## src/rtl/prog_loader.sv

```systemverilog
// Streams a program image (address, length, data[, checksum]) into RAM and then releases the CPU
// from reset. Define CHECKSUM_EN to add the trailing checksum byte and the ERR state.
module prog_loader #(
  parameter int unsigned ADDR_W = 8,
  parameter int unsigned DATA_W = 8
) (
  input  logic              clk,
  input  logic              rst,
  input  logic              start,
  input  logic              in_valid,
  input  logic [DATA_W-1:0] in_data,
  output logic              in_ready,
  output logic              mem_we,
  output logic [ADDR_W-1:0] mem_addr,
  output logic [DATA_W-1:0] mem_data,
  output logic              cpu_rst_n,
  output logic              busy,
  output logic              done,
  output logic              err
);

  typedef enum logic [2:0] {
    StIdle,
    StAddr,
    StLen,
    StData,
    StDone
`ifdef CHECKSUM_EN
    ,
    StCsum,
    StErr
`endif
  } state_e;

  // Count is one bit wider so a length byte of 0 can mean a full 2^ADDR_W transfer.
  localparam logic [ADDR_W:0] CntOne = {{ADDR_W{1'b0}}, 1'b1};
  localparam logic [ADDR_W:0] CntMax = {1'b1, {ADDR_W{1'b0}}};

  state_e              state_q, state_d;
  logic [ADDR_W-1:0]   ptr_q, ptr_d;
  logic [ADDR_W:0]     cnt_q, cnt_d;
  logic                mem_we_q, mem_we_d;
  logic [ADDR_W-1:0]   mem_addr_q, mem_addr_d;
  logic [DATA_W-1:0]   mem_data_q, mem_data_d;
  logic                xfer;
  logic [ADDR_W-1:0]   in_addr;

  assign xfer    = in_valid & in_ready;
  assign in_addr = ADDR_W'(in_data);

`ifdef CHECKSUM_EN
  logic [7:0] sum_q, sum_d;
  logic [7:0] in_byte;
  logic [7:0] sum_chk;

  assign in_byte = 8'(in_data);
  assign sum_chk = sum_q + in_byte;

  always_comb begin
    sum_d = sum_q;
    if (state_q == StIdle || state_q == StDone || state_q == StErr) begin
      sum_d = '0;
    end else if (xfer && state_q != StCsum) begin
      sum_d = sum_chk;
    end
  end

  always_ff @(posedge clk) begin
    if (rst) sum_q <= '0;
    else     sum_q <= sum_d;
  end
`endif

  // State register
  always_ff @(posedge clk) begin
    if (rst) state_q <= StIdle;
    else     state_q <= state_d;
  end

  // Next-state logic
  always_comb begin
    state_d = state_q;
    unique case (state_q)
      StIdle, StDone: if (start) state_d = StAddr;
      StAddr:         if (xfer) state_d = StLen;
      StLen:          if (xfer) state_d = StData;
      StData: begin
        if (xfer && cnt_q == CntOne) begin
`ifdef CHECKSUM_EN
          state_d = StCsum;
`else
          state_d = StDone;
`endif
        end
      end
`ifdef CHECKSUM_EN
      StCsum:         if (xfer) state_d = (sum_chk == 8'd0) ? StDone : StErr;
      StErr:          if (start) state_d = StAddr;
`endif
      default:        state_d = StIdle;
    endcase
  end

  // Datapath next-state: pointer, count and the one-cycle-delayed RAM write.
  always_comb begin
    ptr_d      = ptr_q;
    cnt_d      = cnt_q;
    mem_we_d   = 1'b0;
    mem_addr_d = mem_addr_q;
    mem_data_d = mem_data_q;
    if (xfer && state_q == StAddr) begin
      ptr_d = in_addr;
    end
    if (xfer && state_q == StLen) begin
      cnt_d = (in_addr == '0) ? CntMax : {1'b0, in_addr};
    end
    if (xfer && state_q == StData) begin
      mem_we_d   = 1'b1;
      mem_addr_d = ptr_q;
      mem_data_d = in_data;
      ptr_d      = ptr_q + ADDR_W'(1);
      cnt_d      = cnt_q - CntOne;
    end
  end

  always_ff @(posedge clk) begin
    if (rst) begin
      ptr_q      <= '0;
      cnt_q      <= '0;
      mem_we_q   <= 1'b0;
      mem_addr_q <= '0;
      mem_data_q <= '0;
    end else begin
      ptr_q      <= ptr_d;
      cnt_q      <= cnt_d;
      mem_we_q   <= mem_we_d;
      mem_addr_q <= mem_addr_d;
      mem_data_q <= mem_data_d;
    end
  end

  assign mem_we   = mem_we_q;
  assign mem_addr = mem_addr_q;
  assign mem_data = mem_data_q;

  // Output decode
  always_comb begin
    in_ready  = 1'b0;
    busy      = 1'b0;
    done      = 1'b0;
    err       = 1'b0;
    cpu_rst_n = 1'b0;
    unique case (state_q)
      StAddr, StLen, StData: begin
        in_ready = 1'b1;
        busy     = 1'b1;
      end
      StDone: begin
        done      = 1'b1;
        cpu_rst_n = 1'b1;
      end
`ifdef CHECKSUM_EN
      StCsum: begin
        in_ready = 1'b1;
        busy     = 1'b1;
      end
      StErr:   err = 1'b1;
`endif
      default: ;
    endcase
  end

endmodule

```

## config.mk

```make
export PLATFORM = sky130hd
export DESIGN_NAME = prog_loader
export DESIGN_NICKNAME = d
export VERILOG_FILES = /design/src/rtl/prog_loader.sv
export SDC_FILE = /design/constraint.sdc
export NUM_CORES = 1
export LEC_CHECK = 0
export BUFFER_PORTS_ARGS = -buffer_cell sky130_fd_sc_hd__buf_2
export CAP_MARGIN = 20
export CORE_MARGIN = 5
export CORE_UTILIZATION = 30
export DETAILED_ROUTE_END_ITERATION = 8
export PLACE_DENSITY = 0.58
export SLEW_MARGIN = 20
export SYNTH_ARGS = -nofsm -noshare
export SYNTH_HDL_FRONTEND = slang
export SYNTH_SLANG_ARGS = --single-unit
export TNS_END_PERCENT = 1
```

## constraint.sdc

```tcl
create_clock -name clk -period 3.34 [get_ports clk]
set_clock_uncertainty 0.05 [all_clocks]
set_input_delay 0.501 -clock clk [delete_from_list [all_inputs] [get_ports clk]]
set_output_delay 0.501 -clock clk [all_outputs]
set_load 0.03 [all_outputs]
```

=== Word level (Yosys, flattened, before mapping) ===
Cells that the tools add are included.

* Add/sub/neg operators: 2
* Equal/unequal tests: 9
* Multiplexer cells: 13
* Bitwise logic cells: 1
* Reductions and logical operators: 11

{| class="wikitable"
|+ Operators with widths
! operator !! number
|-
| 9-bit 2-to-1 mux || 3
|-
| 8-bit 2-to-1 mux || 2
|-
| 3-bit 2-to-1 mux || 4
|-
| 3-bit case mux with 4 select lines || 1
|-
| 9-bit by 1-bit equality test with 1-bit output (second input constant) || 1
|-
| 9-bit by 1-bit subtractor with 9-bit output (second input constant) || 1
|-
| 8-bit by 1-bit adder with 8-bit output (second input constant) || 1
|-
| 8-bit logical NOT || 1
|-
| 2-bit inequality test (second input constant) || 4
|-
| 3-bit by 2-bit equality test with 1-bit output (second input constant) || 2
|-
| 1-bit logical AND || 4
|-
| 4-bit AND reduction || 1
|-
| 2-bit nonzero test || 2
|-
| 3-bit by 1-bit equality test with 1-bit output (second input constant) || 1
|-
| 3-bit equality test (second input constant) || 1
|-
| 3-bit logical NOT || 1
|-
| 1-bit 2-to-1 mux || 3
|-
| 3-bit OR reduction || 1
|-
| 2-bit OR reduction || 1
|-
| 1-bit AND || 1
|}

* Bits in registers: 37
* Output and inout bits: 22

=== Depth between registers and ports, before layout ===
Gate-level depths: netlist of the first run.

* Depth after elaboration: 7
* Mapped depth: 6
* Gate-level depth less buffers: 6

=== Least setup slack after synthesis of the first run ===
Ideal clock, no wire load.

* Path type: register -> output
* From: register state_q[1]
* To: output port in_ready
* Arrival time: 1.191 ns
* Data required time: 2.789 ns
* Setup slack: 1.598 ns
* Stages on the path, launching flop included: 5
* Path through: dfxtp_1 buf_4 nor2_1 nor2_1 buf_4

* Longest elaborated chain between the ends: 3

{| class="wikitable"
|+ RTL lines
! what !! line !! text
|-
| start, declared || 39 || <nowiki>state_e state_q, state_d;</nowiki>
|-
| start signal, assigned || 76 || <nowiki>if (rst) state_q <= StIdle;</nowiki>
|-
| start signal, assigned || 77 || <nowiki>else state_q <= state_d;</nowiki>
|-
| 3-bit by 1-bit equality test with 1-bit output / 3-bit by 2-bit equality test with 1-bit output (equally long branches) || -- ||
|-
| 3-bit OR reduction (*) || -- ||
|-
| 1-bit 2-to-1 mux (*) || -- ||
|-
| end, declared || 12 || <nowiki>output logic in_ready,</nowiki>
|}

Mark *: on every way between the ends. The rest lies on a longest branch, timed or not.

=== Worst setup path in the final report of the first run ===
* From: register state_q[1]
* To: register ptr_q[6]

* Longest elaborated chain between the ends: 6

{| class="wikitable"
|+ RTL lines
! what !! line !! text
|-
| 3-bit by 1-bit equality test with 1-bit output (tied with other cells) || 111, 153 ||
|-
| 3-bit OR reduction || 153 || <nowiki>unique case (state_q)</nowiki>
|-
| 1-bit 2-to-1 mux || 153 ||
|-
| 1-bit AND || 48 || <nowiki>assign xfer = in_valid & in_ready;</nowiki>
|-
| 1-bit logical AND, on equally long branches || 117, 111 ||
|-
| 8-bit 2-to-1 mux / 2-bit nonzero test (equally long branches) || -- ||
|-
| end signal, assigned || 134 || <nowiki>ptr_q <= ptr_d;</nowiki>
|-
| end, declared || 40 || <nowiki>logic [ADDR_W-1:0] ptr_q, ptr_d;</nowiki>
|}

Parallel ways exist; a longest one is shown, timed or not.
A chain may end at the register's enable or synchronous reset.

==> results.sh, run 1 <==
export IMPL_ys_seq_area_share_pct=39.3
export IMPL_cp_start_kind="register"
export IMPL_vias_per_cell=5.16
export IMPL_synth_avg_cell_area_sq_um=7.96
export IMPL_cts_resized=0
export IMPL_whs_endpoint="mem_addr[6]$_SDFFE_PP0P_"
export IMPL_clockBufferDepth=2
export IMPL_grt_overflow_total=0
export IMPL_cap_violations=0
export IMPL_ys_flop_type="dfxtp_1"
export IMPL_fin_crit_sh_pct=62.6
export IMPL_ys_top_cells_by_area="dfxtp_1 (39%), a21oi_1 (10%), nand2_1 (8.4%)"
export IMPL_synth_net_count=252
export IMPL_r2r_end="ptr_q[6]$_SDFFE_PP0P_"
export IMPL_worstPathCellList="and4b_1 > nand2_1 > o32ai_2 > a211oi_2"
export IMPL_reg2reg_from="state_q[1]$_SDFFE_PP0P_"
export IMPL_die_area_sq_um=7970
export IMPL_period_minus_slack_ns=2.09
export IMPL_portBuffers=32
export IMPL_synthArstFlopShare_pct=0
export IMPL_cts_buffers=5
export IMPL_cts_max_level=2
export IMPL_worstHoldPathType="reg -> reg"
export IMPL_pin_count=34
export IMPL_area_growth_pct=15.9
export IMPL_place_gp_congestion=0.794
export IMPL_peakVddDrop_mv=0.180
export IMPL_cts_tree="built"
export IMPL_drc=0
export IMPL_crit_arrival_ns=2.19
export IMPL_post_route_util_pct=36.3
export IMPL_worst_hold_startpoint="mem_addr[6]$_SDFFE_PP0P_"
export IMPL_vias=1740
export IMPL_grt_pass1_vias=1612
export IMPL_pre_cts_slack_ns=1.11
export IMPL_synth_edff_count=0
export IMPL_r2r_setup_slack_ns=1.25
export IMPL_first_pass_iters=4
export IMPL_layout_common_cells="nand2_1 (42), a21oi_1 (38), dfxtp_1 (37), buf_2 (32), nor2_1 (16)"
export IMPL_critPathCaptureType="register"
export IMPL_rsz0062_at_grt="false"
export IMPL_clock_latency_ns=0.29
export IMPL_clockRootBuffer="clkbuf_8"
export IMPL_syn_cell_area_sq_um=1890
export IMPL_core_sq_um=6030
export IMPL_drv_slew=0
export IMPL_synth_warnings=0
export IMPL_die_y_um=89.3
export IMPL_start_util_pct=31.3
export IMPL_p_leak_uw=0.000817
export IMPL_fin_ws_ns=1.25
export IMPL_cpMaxStageDelayCell="and4b_1"
export IMPL_setup_violations=0
export IMPL_die_w_um=89.3
export IMPL_status="completed"
export IMPL_ys_ff_latch=37
export IMPL_cp_required_ns=3.44
export IMPL_ys_types=49
export IMPL_yosys_area_top_type_share_pct=39.3
export IMPL_drt_initial_drc_count=144
export IMPL_clkTransAtPathRegs_ns=0.08
export IMPL_cts_sinks=37
export IMPL_post_cts_buffers=0
export IMPL_wl_per_cell_um=13.7
export IMPL_std_cell_rows=28
export IMPL_power_uw=1110
export IMPL_power_density_nw_per_um2=507
export IMPL_tns_ns=0
export IMPL_clock_fmax_mhz=478
export IMPL_grtUsageTotal_pct=12.3
export IMPL_diodes=0
export IMPL_crit_fanout=22
export IMPL_antenna_left=0
export IMPL_drive_gt1_share_pct=21.0
export IMPL_dp_hpwl_um=3080
export IMPL_slowest_delay_ns=0.80
export IMPL_hold_slack_ns=0.403
export IMPL_netlist_instances=237
export IMPL_holdPathStages=2
export IMPL_yosysTopAreaCell="dfxtp_1"
export IMPL_antenna_found_initial=0
export IMPL_slew_headroom_pct=44.3
export IMPL_critPathKind="reg -> reg"
export IMPL_grt_max_degree=38
export IMPL_fin_nets=276
export IMPL_grt_pass1_wl_um=7670
export IMPL_final_common_cell="nand2_1"
export IMPL_postCtsHoldBufs=0
export IMPL_worstMarginPinSlew_ns=0.835
export IMPL_drt_wl_total_um=4630
export IMPL_r2r_cells=4
export IMPL_finalHoldViolations=0
==> worst max-delay path, delay by kind of cell, from the launching register on <==
kind             cells  cell delay [ns]
AO/OA/AOI/OAI        2             0.40
flip-flops           1             0.51
AND/OR/NAND/NOR      2             0.98
==> power breakdown <==
part	switching [uW]	internal (uW)	total, uW
sequential	25.3	463	488
clock	168	243	411
combinational	132	76.4	209
==> worst max path at each step <==
| stage | from | end | slack (ns) | cells after the start |
|---|---|---|---|---|
| after detailed placement | in_valid | ptr_q[6]$_SDFFE_PP0P_ | 1.11 | 5 |
| after CTS | state_q[1]$_SDFFE_PP0P_ | ptr_q[6]$_SDFFE_PP0P_ | 1.26 | 4 |
| after global placement | in_valid | ptr_q[6]$_SDFFE_PP0P_ | 1.15 | 5 |
| final | state_q[1]$_SDFFE_PP0P_ | ptr_q[6]$_SDFFE_PP0P_ | 1.25 | 4 |
| after floorplan | state_q[1]$_SDFFE_PP0P_ | in_ready | 1.60 | 4 |
| after global routing | state_q[1]$_SDFFE_PP0P_ | ptr_q[6]$_SDFFE_PP0P_ | 1.07 | 4 |
==> synthesized netlist by cell type (2+ instances only) <==
cell       n
nand2b_1   2
and2_1     4
nand2_1   42
buf_2      8
inv_1      6
nor3_1     7
clkbuf_1   4
nor4_1     4
o22ai_1    2
ha_1       3
nand3_1    3
and3_1     3
a211oi_1   6
o21ai_0   10
a21oi_1   38
nand3b_1   2
buf_4      6
nor2_1    16
nand4_1    2
a21o_1     2
dfxtp_1   37
o21ai_1    3
==> registers in the layout (all words and copies together), names as in the netlist <==
name	count
cnt_q	9
mem_addr	8
mem_data	8
ptr_q	8
state_q	3
mem_we	1
==> routing by layer <==
| metal | part of all wire (%) | global-route usage (%) | vias up |
|---|---|---|---|
| li1 | - | - | 888 |
| met1 | 50 | 16.8 | 797 |
| met2 | 43 | 18.8 | 51 |
| met3 | 5.6 | 2.95 | 4 |
| met4 | 1.0 | 4.87 | 0 |
| met5 | 0 | 0 | - |
==> metrics by stage <==
step | cells | area, sq um
detailed placement | 329 | 2070
finish | 337 | 2190
global route | 337 | 2190
CTS | 337 | 2190
global placement | 329 | 2070
floorplan | 237 | 1890
==> area by class of cell <==
type / count / area, sq um
Clock buffer: 6 / 82.6
Clock inverter: 2 / 37.5
Fill cell: 654 / 3840
Inverter: 6 / 22.5
Multi-Input combinational cell: 175 / 1020
Sequential cell: 37 / 741
Tap cell: 75 / 93.8
Timing Repair Buffer: 36 / 190
==> cell families after synthesis <==
group,after synthesis,synth area share [%]
flops,37,39.3
mux,1,0.531
compound gates,74,24.8
buf+inv,25,6.70
fa+ha+maj,3,1.99
simple gates,96,26.5
other cells,1,0.199
(Power assumes the default switching activity.)
==> run 2, diff against run 1 <==
--- a/config.mk
+++ b/config.mk
@@ -5,12 +5,13 @@
 export SDC_FILE = /design/constraint.sdc
 export NUM_CORES = 1
 export LEC_CHECK = 0
+export ABC_AREA = 1
 export BUFFER_PORTS_ARGS = -buffer_cell sky130_fd_sc_hd__buf_2
 export CAP_MARGIN = 20
 export CORE_MARGIN = 5
 export CORE_UTILIZATION = 30
 export DETAILED_ROUTE_END_ITERATION = 8
-export PLACE_DENSITY = 0.58
+export PLACE_DENSITY = 0.6
 export SLEW_MARGIN = 20
 export SYNTH_ARGS = -nofsm -noshare
 export SYNTH_HDL_FRONTEND = slang
==> constraint.sdc (replaced) <==
create_clock -name clk -period 1.7 [get_ports clk]
set_clock_uncertainty 0.05 [all_clocks]
set_input_delay 0.255 -clock clk [delete_from_list [all_inputs] [get_ports clk]]
set_output_delay 0.255 -clock clk [all_outputs]
set_load 0.03 [all_outputs]
==> run 2 against run 1 <==
Area after synthesis about the same. Flip-flop and latch count unchanged. Critical path depth rose by 1. Sequential share of layout area barely moved. Die area hardly changed.
==> results.sh, run 2 <==
export IMPL_worstHoldPathType="in -> reg"
export IMPL_cts_sinks=37
export IMPL_worst_path_buf_inv=3
export IMPL_tns_ns=0
export IMPL_drt_wl_total_um=4520
export IMPL_dpl_cell_count=376
export IMPL_cpMaxStageDelayCell="dfxtp_2"
export IMPL_critPathKind="reg -> out"
export IMPL_drv_slew=0
export IMPL_syn_cell_area_sq_um=1880
export IMPL_worstPathCellList="inv_1 > nand2_1 > nand2_1 > inv_1 > buf_2"
export IMPL_grt_overflow_total=0
export IMPL_clockRootBuffer="clkbuf_8"
export IMPL_pwr_share_comb_pct=41.6
export IMPL_start_util_pct=31.3
export IMPL_area_growth_pct=16.3
export IMPL_pin_count=34
export IMPL_power_density_nw_per_um2=1370
export IMPL_vias=1800
export IMPL_yosysMostFrequentCell="nand2_1"
export IMPL_synth_edff_count=0
export IMPL_core_sq_um=6030
export IMPL_ys_ff_latch=37
export IMPL_wl_per_cell_um=11.8
export IMPL_first_pass_iters=4
export IMPL_synth_warnings=0
export IMPL_synth_avg_cell_area_sq_um=6.85
export IMPL_grt_pass1_vias=1694
export IMPL_cts_buffers=5
export IMPL_ys_seq_area_share_pct=39.3
export IMPL_vias_per_cell=4.69
export IMPL_grt_pass1_wl_um=7440
export IMPL_cts_tree="built"
export IMPL_clockBufferDepth=2
export IMPL_antenna_found_initial=0
export IMPL_crit_family="flip-flops"
export IMPL_antenna_left=0
export IMPL_cp_start_kind="register"
export IMPL_clkPwrFrac_pct=20.2
export IMPL_crit_fanout=5
export IMPL_synth_net_count=290
export IMPL_clock_fmax_mhz=650
export IMPL_grt_max_degree=29
export IMPL_grtUsageTotal_pct=11.9
export IMPL_ys_top_cells_by_area="dfxtp_1 (39%), nand2_1 (15%), a21oi_1 (7.2%)"
export IMPL_drc=0
export IMPL_fin_nets=323
export IMPL_netlist_instances=275
export IMPL_synthArstFlopShare_pct=0
export IMPL_die_y_um=89.3
export IMPL_worstMarginPinSlew_ns=0.572
export IMPL_slew_headroom_pct=61.8
export IMPL_drive_gt1_share_pct=18.1
export IMPL_std_cell_rows=28
export IMPL_cp_required_ns=1.39
export IMPL_largest_register="cnt_q"
export IMPL_portBuffers=32
export IMPL_largest_register_ffs=9
export IMPL_final_common_cell="nand2_1"
export IMPL_cap_violations=0
export IMPL_switching_power_uw=1290
export IMPL_peakVddDrop_mv=0.951
export IMPL_drt_initial_drc_count=159
export IMPL_finalHoldViolations=0
export IMPL_yosysTopAreaCell="dfxtp_1"
export IMPL_period_minus_slack_ns=1.54
export IMPL_place_gp_congestion=0.839
export IMPL_synthTopCellsByCount="nand2_1 (76), dfxtp_1 (37), a21oi_1 (27)"
export IMPL_dp_hpwl_um=3290
export IMPL_swShare_pct=43.0
export IMPL_ys_types=29
export IMPL_setup_violations=0
export IMPL_yosys_area_top_type_share_pct=39.3
export IMPL_crit_arrival_ns=1.23
export IMPL_p_leak_uw=0.000999
export IMPL_fin_cells=384
export IMPL_diodes=0
export IMPL_cts_max_level=2
export IMPL_die_w_um=89.3
export IMPL_clkTransAtPathRegs_ns=0.07
export IMPL_die_area_sq_um=7970
export IMPL_layout_common_cells="nand2_1 (76), dfxtp_1 (36), buf_2 (32), a21oi_1 (27), inv_1 (26)"
export IMPL_fin_crit_sh_pct=90.5
export IMPL_clock_latency_ns=0.29
export IMPL_ys_flop_type="dfxtp_1"
export IMPL_postCtsHoldBufs=0
export IMPL_slowest_delay_ns=0.41
export IMPL_status="completed"
export IMPL_critPathCaptureType="primary output"
export IMPL_p_int_uw=1710
export IMPL_p_seq_share_pct=38.2
export IMPL_rsz0062_at_grt="false"
run 2: cell types whose count changed in the layout (fill, tap and decap cells not counted), moves of 5 or more:
cell	change
a31oi_1	+6
nor2_1	+6
a21oi_1	-11
nor3_1	-5
nand3_1	+13
inv_1	+20
a211oi_1	-6
o21ai_0	+15
nand2_1	+34
run 2: through the flow:
stage                     total power [uW]  cell area, sq um  utilization [%]  worst slack [ns]  hold slack [ns]
after floorplan                       2170              1880                -             0.159            0.349
final                                 3000              2190             36.4             0.161            0.183
after detailed placement              2410              2110             35.0             0.248            0.404
after CTS                             3020              2190             36.4            0.0667            0.180
after global placement                2400              2110             35.0             0.233            0.401
after global routing                  3260              2190             36.4            0.0746            0.186
run 2: final cells by class:
cell class,count,area (sq um)
Fill cell,670,3830
Clock inverter,2,10.0
Tap cell,75,93.8
Sequential cell,37,742
Clock buffer,6,72.6
Multi-Input combinational cell,195,936
Timing Repair Buffer,39,225
Inverter,30,113
run 2: metal layers:
metal | up-vias | global-route usage [%] | wire length (um)
met4 | 0 | 2.17 | 24
li1 | 949 | - | -
met1 | 803 | 16.2 | 2280
met3 | 6 | 4.42 | 280
met2 | 42 | 18.4 | 1940
met5 | - | 0 | 0
run 2: kinds of logic after synthesis:
family	Yosys count	synth area share, %
simple gates	126	28.8
compound gates	63	17.8
buf+inv	43	11.0
flops	37	39.3
fa+ha+maj	3	1.99
xor+xnor	2	0.930
other cells	1	0.199
run 2: final timing paths:
check | from | endpoint | cells past startpoint | slack, ns
min | in_data[0] | mem_data[0]$_SDFFE_PP0P_ | 3 | 0.18
max reg2reg | state_q[2]$_SDFFE_PP0P_ | ptr_q[7]$_SDFFE_PP0P_ | 9 | 0.28
max | state_q[1]$_SDFFE_PP0P_ | in_ready | 5 | 0.16
min reg2reg | mem_addr[6]$_SDFFE_PP0P_ | mem_addr[6]$_SDFFE_PP0P_ | 2 | 0.41
run 2: power by group through the flow:
| stage | clock network, uW | registers, uW | logic [uW] |
|---|---|---|---|
| 2_1_floorplan | 0 | 1170 | 996 |
| 3_3_place_gp | 0 | 1160 | 1240 |
| 3_5_place_dp | 0 | 1160 | 1250 |
| 4_1_cts | 624 | 1140 | 1260 |
| 5_1_grt | 669 | 1160 | 1430 |
| 6_report | 604 | 1140 | 1250 |
run 2: worst reg2reg max path: cells and delay by family (launching register included):
| kind | cells | cell delay [ns] |
|---|---|---|
| buffers and inverters | 3 | 0.36 |
| DFF | 1 | 0.35 |
| and+or+nand+nor | 6 | 0.57 |
run 2: repair_timing:
item                                    CTS  global route
endpoints found under the setup margin    0             2
gates resized for setup                   0             1
setup buffers                             0             0
==> run 3, diff against run 2 <==
--- a/config.mk
+++ b/config.mk
@@ -12,6 +12,7 @@
 export CORE_UTILIZATION = 30
 export DETAILED_ROUTE_END_ITERATION = 8
 export PLACE_DENSITY = 0.6
+export RECOVER_POWER = 100
 export SLEW_MARGIN = 20
 export SYNTH_ARGS = -nofsm -noshare
 export SYNTH_HDL_FRONTEND = slang
==> constraint.sdc (replaced) <==
create_clock -name clk -period 1.4 [get_ports clk]
set_clock_uncertainty 0.05 [all_clocks]
set_input_delay 0.21 -clock clk [delete_from_list [all_inputs] [get_ports clk]]
set_output_delay 0.21 -clock clk [all_outputs]
set_load 0.03 [all_outputs]
==> run 3 against run 2 <==
Via count rose by 6.4%. Power rose by 39%. Sequential share of layout area fell by 2.9 points. Cell count rose by 4.7%. Critical endpoint is now busy. Largest cell class unchanged.
==> results.sh, run 3 (same netlist as run 2, synthesis figures left out) <==
export IMPL_status="completed"
export IMPL_antenna_left=0
export IMPL_crit_arrival_ns=1.11
export IMPL_dp_hpwl_um=3530
export IMPL_holdPathStages=3
export IMPL_vias_per_cell=4.77
export IMPL_portBuffers=32
export IMPL_cts_sinks=37
export IMPL_clockRootBuffer="clkbuf_8"
export IMPL_cts_max_level=2
export IMPL_final_fill_count=664
export IMPL_pre_cts_slack_ns=0.0358
export IMPL_diodes=0
export IMPL_swShare_pct=42.1
export IMPL_drive_gt1_share_pct=22.3
export IMPL_dr_wl_met3_um=327
export IMPL_fin_crit_sh_pct=97.9
export IMPL_peakVddDrop_mv=1.59
export IMPL_clock_latency_ns=0.28
export IMPL_grtUsageTotal_pct=12.7
export IMPL_grt_overflow_total=0
export IMPL_clockBufferDepth=2
export IMPL_largest_register="cnt_q"
export IMPL_fin_nets=341
export IMPL_switching_power_uw=1760
export IMPL_rsz0062_at_grt="true"
export IMPL_die_area_sq_um=7970
export IMPL_clkTransAtPathRegs_ns=0.07
export IMPL_cp_required_ns=1.14
export IMPL_period_minus_slack_ns=1.37
export IMPL_r2r_cells=5
export IMPL_fin_ws_ns=0.0289
export IMPL_grt_max_degree=22
export IMPL_critPathKind="reg -> out"
export IMPL_start_util_pct=31.3
export IMPL_power_density_nw_per_um2=1740
export IMPL_p_leak_uw=0.00101
export IMPL_p_int_uw=2420
export IMPL_clkPwrFrac_pct=17.4
export IMPL_p_seq_share_pct=32.7
export IMPL_grt_pass1_vias=1802
export IMPL_pin_count=34
export IMPL_drt_initial_drc_count=130
export IMPL_wl_met2_um=2140
export IMPL_m1WireLength_um=2340
export IMPL_postCtsHoldBufs=0
export IMPL_cp_start_kind="register"
export IMPL_cts_tree="built"
export IMPL_std_cell_rows=28
export IMPL_layout_common_cells="nand2_1 (72), dfxtp_1 (35), a21oi_1 (27), o21ai_0 (25), inv_1 (22)"
export IMPL_grt_pass1_wl_um=8000
export IMPL_vias=1916
export IMPL_final_common_cell="nand2_1"
export IMPL_post_route_util_pct=39.9
export IMPL_topRoutingLayerUsed="met4"
export IMPL_placed_area_sq_um=2230
export IMPL_drt_wl_total_um=4840
export IMPL_drv_slew=0
export IMPL_fin_area_sq_um=2400
export IMPL_worstHoldPathType="in -> reg"
export IMPL_clock_fmax_mhz=729
export IMPL_largest_register_ffs=9
export IMPL_place_gp_congestion=0.860
export IMPL_critPathCaptureType="primary output"
export IMPL_cts_buffers=5
export IMPL_die_y_um=89.3
export IMPL_first_pass_iters=4
export IMPL_antenna_found_initial=0
export IMPL_area_growth_pct=27.6
export IMPL_cap_violations=0
export IMPL_r2r_setup_slack_ns=0.06
export IMPL_core_sq_um=6030
export IMPL_finalHoldViolations=0
export IMPL_wl_per_cell_um=12.0
export IMPL_crit_fanout=4
export IMPL_drc=0
export IMPL_die_w_um=89.3
export IMPL_setup_violations=0
export IMPL_pwr_share_comb_pct=49.9
[run 3: worst paths after layout]
kind	startpoint	end
worst max register to register	state_q[1]$_SDFFE_PP0P_	mem_addr[0]$_SDFFE_PP0P_
worst max-delay path	state_q[1]$_SDFFE_PP0P_	busy
worst min-delay path	in_data[0]	mem_data[0]$_SDFFE_PP0P_
worst min register to register	mem_data[5]$_SDFFE_PP0P_	mem_data[5]$_SDFFE_PP0P_
[run 3: power groups by stage]
stage	registers [uW]	logic, uW	clock network, uW
floorplan	1420	1220	0
global placement	1370	1730	0
detailed placement	1370	1740	0
CTS	1350	2000	754
global route	1390	2340	796
finish	1370	2090	726
[run 3: worst max-delay path, stage by stage (launching register included)]
cell	delay (ns)
dfxtp_2	0.33
buf_6	0.12
inv_4	0.06
nand2_4	0.06
nand2_2	0.08
inv_2	0.04
buf_6	0.13
[run 3: metrics by stage]
step / cells / hold WS, ns / total power (uW) / setup TNS [ns]
final: 402 / 0.149 / 4180 / 0
after global placement: 390 / 0.401 / 3100 / 0
after global routing: 402 / 0.148 / 4530 / -0.279
after floorplan: 275 / 0.304 / 2640 / 0
after detailed placement: 390 / 0.405 / 3110 / 0
after CTS: 401 / 0.135 / 4110 / 0
[run 3: cell type report]
| type | count | area (sq um) | area share [%] |
|---|---|---|---|
| clock buffers | 6 | 72.6 | 3.02 |
| inverters | 30 | 115 | 4.79 |
| flip-flops and latches | 37 | 743 | 30.9 |
| clock inverters | 2 | 10.0 | 0.416 |
| multi-input cells | 195 | 1010 | 41.8 |
| well taps | 75 | 93.8 | 3.90 |
| repair buffers | 57 | 364 | 15.1 |
[run 3: per-layer routing]
layer | GRT usage, % | vias up
met5 | 0 | -
met4 | 2.84 | 0
met3 | 3.23 | 5
met2 | 19.3 | 58
met1 | 18.1 | 861
li1 | - | 992
[run 3: timing repair]
item,CTS,global route
gates resized for setup,17,21
buffers inserted,3,1
pin swaps,1,1
setup endpoints to repair,4,16
